[src/rtl/mux_n1_scan.sv]
// mux_n1_scan: registered CHANNELS-to-1 multiplexer with manual select and a
// clocked auto-scan mode that dwells DWELL enabled cycles on each channel
// enabled in mask, then advances to the next enabled channel (with wrap).
//
// Ports:
//   clk      rising-edge clock
//   rst      asynchronous reset, active-high
//   d        flattened inputs, channel k = d[k*WIDTH +: WIDTH]
//   sel      manual channel select
//   mode     0 = manual, 1 = scan
//   en       update enable; 0 freezes all state
//   mask     scan-mode channel enables (bit k = visit channel k)
//   y        registered selected data
//   ch       channel currently driven on y
//   y_valid  y holds data from a legal channel
//   wrap     one-cycle pulse when scan wraps to an equal or lower index
//   err      one-cycle pulse on an out-of-range manual select
module mux_n1_scan #(
  parameter  int WIDTH    = 4,
  parameter  int CHANNELS = 4,
  parameter  int DWELL    = 8,
  localparam int SELW     = $clog2(CHANNELS)
) (
  input  logic                      clk,
  input  logic                      rst,
  input  logic [CHANNELS*WIDTH-1:0] d,
  input  logic [SELW-1:0]           sel,
  input  logic                      mode,
  input  logic                      en,
  input  logic [CHANNELS-1:0]       mask,
  output logic [WIDTH-1:0]          y,
  output logic [SELW-1:0]           ch,
  output logic                      y_valid,
  output logic                      wrap,
  output logic                      err
);

  localparam logic [15:0] DWELL_LAST = 16'(DWELL - 1);

  typedef enum logic {ST_MANUAL, ST_SCAN} state_t;

  state_t            r_state, w_state_nxt;
  logic [15:0]       r_cnt,   w_cnt_nxt;
  logic [SELW-1:0]   r_ch,    w_ch_nxt;
  logic [WIDTH-1:0]  r_y,     w_y_nxt;
  logic              r_vld,   w_vld_nxt;
  logic              r_wrap,  w_wrap_nxt;
  logic              r_err,   w_err_nxt;
  logic [SELW-1:0]   w_entry;
  logic [SELW-1:0]   w_next;

  function automatic logic [WIDTH-1:0] pick(
    input logic [CHANNELS*WIDTH-1:0] din,
    input logic [SELW-1:0]           idx
  );
    logic [WIDTH-1:0] v;
    v = '0;
    for (int k = 0; k < CHANNELS; k++) begin
      if (idx == SELW'(k)) v = din[k*WIDTH +: WIDTH];
    end
    return v;
  endfunction

  // First set mask bit at or after 'from' (incl=1) or strictly after it
  // (incl=0), wrapping modulo CHANNELS. The strict search ends on 'from'
  // itself, so a lone set bit selects the same channel again.
  function automatic logic [SELW-1:0] next_set(
    input logic [CHANNELS-1:0] msk,
    input logic [SELW-1:0]     from,
    input logic                incl
  );
    logic [SELW-1:0] v;
    logic            found;
    int              idx;
    v     = from;
    found = 1'b0;
    for (int i = 0; i < CHANNELS; i++) begin
      idx = int'(from) + i + (incl ? 0 : 1);
      if (idx >= CHANNELS) idx = idx - CHANNELS;
      if (!found && msk[idx]) begin
        v     = SELW'(idx);
        found = 1'b1;
      end
    end
    return v;
  endfunction

  assign w_entry = next_set(mask, r_ch, 1'b1);
  assign w_next  = next_set(mask, r_ch, 1'b0);

  always_comb begin
    w_state_nxt = r_state;
    w_cnt_nxt   = r_cnt;
    w_ch_nxt    = r_ch;
    w_y_nxt     = r_y;
    w_vld_nxt   = r_vld;
    w_wrap_nxt  = 1'b0;
    w_err_nxt   = 1'b0;
    if (en) begin
      if (!mode) begin
        // mode is checked first so a dwell boundary on the same edge is ignored
        w_state_nxt = ST_MANUAL;
        w_cnt_nxt   = '0;
        if (int'(sel) < CHANNELS) begin
          w_ch_nxt  = sel;
          w_y_nxt   = pick(d, sel);
          w_vld_nxt = 1'b1;
        end else begin
          w_vld_nxt = 1'b0;
          w_err_nxt = 1'b1;
        end
      end else begin
        w_state_nxt = ST_SCAN;
        if (mask == '0) begin
          w_vld_nxt = 1'b0;
          w_cnt_nxt = '0;
        end else if (r_state == ST_MANUAL) begin
          w_ch_nxt  = w_entry;
          w_y_nxt   = pick(d, w_entry);
          w_vld_nxt = 1'b1;
          w_cnt_nxt = '0;
        end else if (!r_vld || r_cnt == DWELL_LAST) begin
          // !r_vld in scan means the mask was empty: resume after ch, no wrap
          w_ch_nxt   = w_next;
          w_y_nxt    = pick(d, w_next);
          w_vld_nxt  = 1'b1;
          w_cnt_nxt  = '0;
          w_wrap_nxt = r_vld && (w_next <= r_ch);
        end else begin
          w_cnt_nxt = r_cnt + 16'd1;
          w_y_nxt   = pick(d, r_ch);
        end
      end
    end
  end

  always_ff @(posedge clk or posedge rst) begin
    if (rst) begin
      r_state <= ST_MANUAL;
      r_cnt   <= '0;
      r_ch    <= '0;
      r_y     <= '0;
      r_vld   <= 1'b0;
      r_wrap  <= 1'b0;
      r_err   <= 1'b0;
    end else begin
      r_state <= w_state_nxt;
      r_cnt   <= w_cnt_nxt;
      r_ch    <= w_ch_nxt;
      r_y     <= w_y_nxt;
      r_vld   <= w_vld_nxt;
      r_wrap  <= w_wrap_nxt;
      r_err   <= w_err_nxt;
    end
  end

  assign y       = r_y;
  assign ch      = r_ch;
  assign y_valid = r_vld;
  assign wrap    = r_wrap;
  assign err     = r_err;

endmodule
[config.mk]
export PLATFORM = sky130hd
export DESIGN_NAME = mux_n1_scan
export DESIGN_NICKNAME = d
export VERILOG_FILES = /design/src/rtl/mux_n1_scan.sv
export SDC_FILE = /design/constraint.sdc
export NUM_CORES = 1
export LEC_CHECK = 0
export BUFFER_PORTS_ARGS = -buffer_cell sky130_fd_sc_hd__buf_2
export CORE_UTILIZATION = 50
export DETAILED_ROUTE_END_ITERATION = 12
export GPL_ROUTABILITY_DRIVEN = 1
export PLACE_DENSITY = 0.72
export SLEW_MARGIN = 0
export SYNTH_ARGS = -nofsm -noshare
export SYNTH_HDL_FRONTEND = slang
export SYNTH_SLANG_ARGS = --single-unit
[constraint.sdc]
create_clock -name clk -period 3.6 [get_ports clk]
set_input_delay 0.72 -clock clk [delete_from_list [all_inputs] [get_ports clk]]
set_output_delay 0.72 -clock clk [all_outputs]
set_load 0.02 [all_outputs]
==> results.yml <==
detailed_routing:
  initialDrtViolationCount: 112
  firstDrtPassIters: 4
  via_count: 2062
  drc: 0
  ant_nets: 0
  vias_per_cell: 6.230
  wl_per_cell_microns: 16.73
  wl_mm: 5.536
placed_design:
  place_congestion: 0.9081
  io_buffers: 33
  dp_hpwl_mm: 3.980
pwr:
  power.leakage_nw: 1.059
  power_density_mw_per_mm2: 458.5
  vdd_drop_max_v: 0.0002078
setup_path:
  startpoint: "ch[1]$_DFFE_PP0P_"
  worstReg2RegStart: "ch[1]$_DFFE_PP0P_"
  worstPathRequired_ns: 3.76
  path_max_fanout: 15
  cp-end-kind: "register"
  crit_arrival_ns: 3.35
  start_kind: "register"
  critPathKind: "register to register"
synth:
  synth.avg_cell_area_sq_um: 8.833
  synth_edf_count: 0
  synth_most_common_cell: "nor2_1"
  synth_seq_cells: 25
  ys_top_cells_by_area: "dfrtp_1 (28%), mux4_2 (8.1%), mux2i_1 (4.9%)"
  synth_cells: 252
  synth_top_area_frac: 0.2811
  yosysSeqAreaShare: 0.2811
  ys_warn_count: 0
  ys_top_cells_by_count: "nor2_1 (27), dfrtp_1 (25), a21oi_1 (20), nand2_1 (15), mux2i_1 (11)"
  syn-cell-area_sq_mm: 0.002226
  yosys.area.top_type: "dfrtp_1"
  async_reset_ff_frac: 1.000
  ys_types: 54
  syn_nets: 285
  ys.flop_type: "dfrtp_1"
cts:
  cts.sinks: 25
  cts_tree: "yes"
  cts_setup_buffers: 0
  clk_pin_slew_ns: 0.09
  htreeDepth: 1
  clk_latency_ns: 0.27
  clock_path_buffers: 2
  numCtsBuffers: 3
  postCtsHoldBufs: 0
  cts_repair_resize_count: 0
  cts_root_buffer: "clkbuf_8"
sta:
  rsz0062_at_grt: "no"
  worst_pin_slew_ns: 0.9513
  max_freq_mhz: 313.0
  timing.final.crit_period_ns: 3.195
  setup_viol: 0
  skew_ns: 0.003537
  hold_slack_ns: 0.5254
  final_max_slew_viol_count: 0
  period_share: 0.8875
  slew-limit-headroom: 0.3651
  tns_ns: 0
  finalHoldViolCount: 0
global_routing:
  grt_pass1_vias: 1850
  grt_max_degree: 26
  grt_first_pass_wirelength_mm: 8.790
  grt_overflow: 0
  antenna_found_initial: 0
  grt_usage: 0.2484
floorplan:
  dieArea_sq_mm: 0.004722
  ios: 35
  die_w_microns: 68.72
  start_util: 0.5371
  coreArea_sq_mm: 0.004144
  die_y_microns: 68.72
  rows: 23
final_layout:
  syn_to_final_growth_pct: 11.75
  final_layout_size_suffix_gt1_frac: 0.2242
  antenna_cells: 0
  final.fill_count: 376
  nNetsFinal: 315
hold_path:
  hold_start: "r_cnt[1]$_DFFE_PP0P_"
  min_path_type: "register to register"
status:
  status: "completed"
job:
  drv_cap: 0
[metal layers]
metal  global-route usage  up-vias  wire [microns]
li1                     -      993               -
met1               0.3532      997            2578
met2               0.4154       68            2581
met3              0.03125        4             335
met4              0.02296        0              40
met5                    0        -               0
[through the flow]
step	util	total power, W	instances	setup slack (ns)	area (sq um)
3_3_place_gp	0.5885	0.0009554	327	0.5049	2439
3_5_place_dp	0.5885	0.0009711	327	0.4249	2439
6_report	0.6002	0.001141	331	0.4050	2487
5_1_grt	0.6002	0.001220	331	0.2338	2487
2_1_floorplan	-	0.0008147	252	0.3777	2226
4_1_cts	0.6002	0.001146	331	0.4072	2487
[worst paths after layout]
check / to / slack [ns] / cells after the start
max: y[0]$_DFFE_PP0P_ / 0.40 / 9
min: r_cnt[1]$_DFFE_PP0P_ / 0.53 / 1
max reg2reg: y[0]$_DFFE_PP0P_ / 0.40 / 9
min reg2reg: r_cnt[1]$_DFFE_PP0P_ / 0.53 / 1
max in group asynchronous: r_cnt[3]$_DFFE_PP0P_ / 2.37 / 2
min in group asynchronous: r_cnt[14]$_DFFE_PP0P_ / 0.65 / 2
[flip-flops by register name (all words and copies together), names as in the netlist]
register	count
ch	2
y_valid	1
wrap	1
r_state	1
r_cnt	16
y	4
[critical path: stages (launching register included)]
cell,delay (ns)
dfrtp_1,0.49
inv_1,0.13
ha_1,0.56
mux2_2,0.39
a32o_1,0.25
a31o_2,0.25
xnor2_4,0.36
mux2i_1,0.23
o22ai_1,0.10
o32a_1,0.33
[layout make-up]
class | instances | area [sq um] | area share
well taps | 50 | 62.56 | 0.02515
clock buffers | 3 | 41.29 | 0.01660
repair buffers | 39 | 210.2 | 0.08451
inverters | 11 | 41.29 | 0.01660
flip-flops and latches | 25 | 625.6 | 0.2515
multi-input cells | 202 | 1499 | 0.6026
clock inverters | 1 | 7.507 | 0.003018
[cell usage in the layout (no fill, tap or decap), types with 2 or more instances in the layout]
master	synthesis	layout
a31o_2	2	2
nor2b_1	9	9
and2_1	2	2
o211ai_1	5	5
xnor2_1	5	5
mux2_2	4	4
a221oi_1	3	3
and3_1	3	3
nor4_1	4	4
or3b_2	2	2
buf_2	3	33
mux2_1	2	2
nor2_1	27	27
nor3_1	9	9
o221ai_1	4	4
nand2b_1	3	3
nand3_1	7	7
mux4_2	8	8
buf_4	1	6
o2bb2ai_1	3	3
mux2i_1	11	11
o32a_1	2	2
clkbuf_8	0	3
a22o_1	3	3
or3_1	2	2
dfrtp_1	25	25
o22a_1	2	2
xor2_1	7	7
nand2_1	15	15
nand4_1	3	3
inv_1	10	10
nand3b_1	3	3
o21ai_0	8	8
ha_1	7	7
a21oi_1	20	20
[kinds of logic after synthesis]
group | synth area share
other cells | 0.001685
compound gates | 0.1962
simple gates | 0.2159
mux | 0.1608
fa+ha+maj | 0.03935
xor+xnor | 0.05959
buf+inv | 0.04553
flops | 0.2811
[where the power goes]
group,total [W],internal [W],switching [W]
registers,0.000323,0.000302,0.0000207
logic,0.000646,0.000298,0.000348
clock network,0.000172,0.0000785,0.0000933
Power figures use the tool's default switching activity.
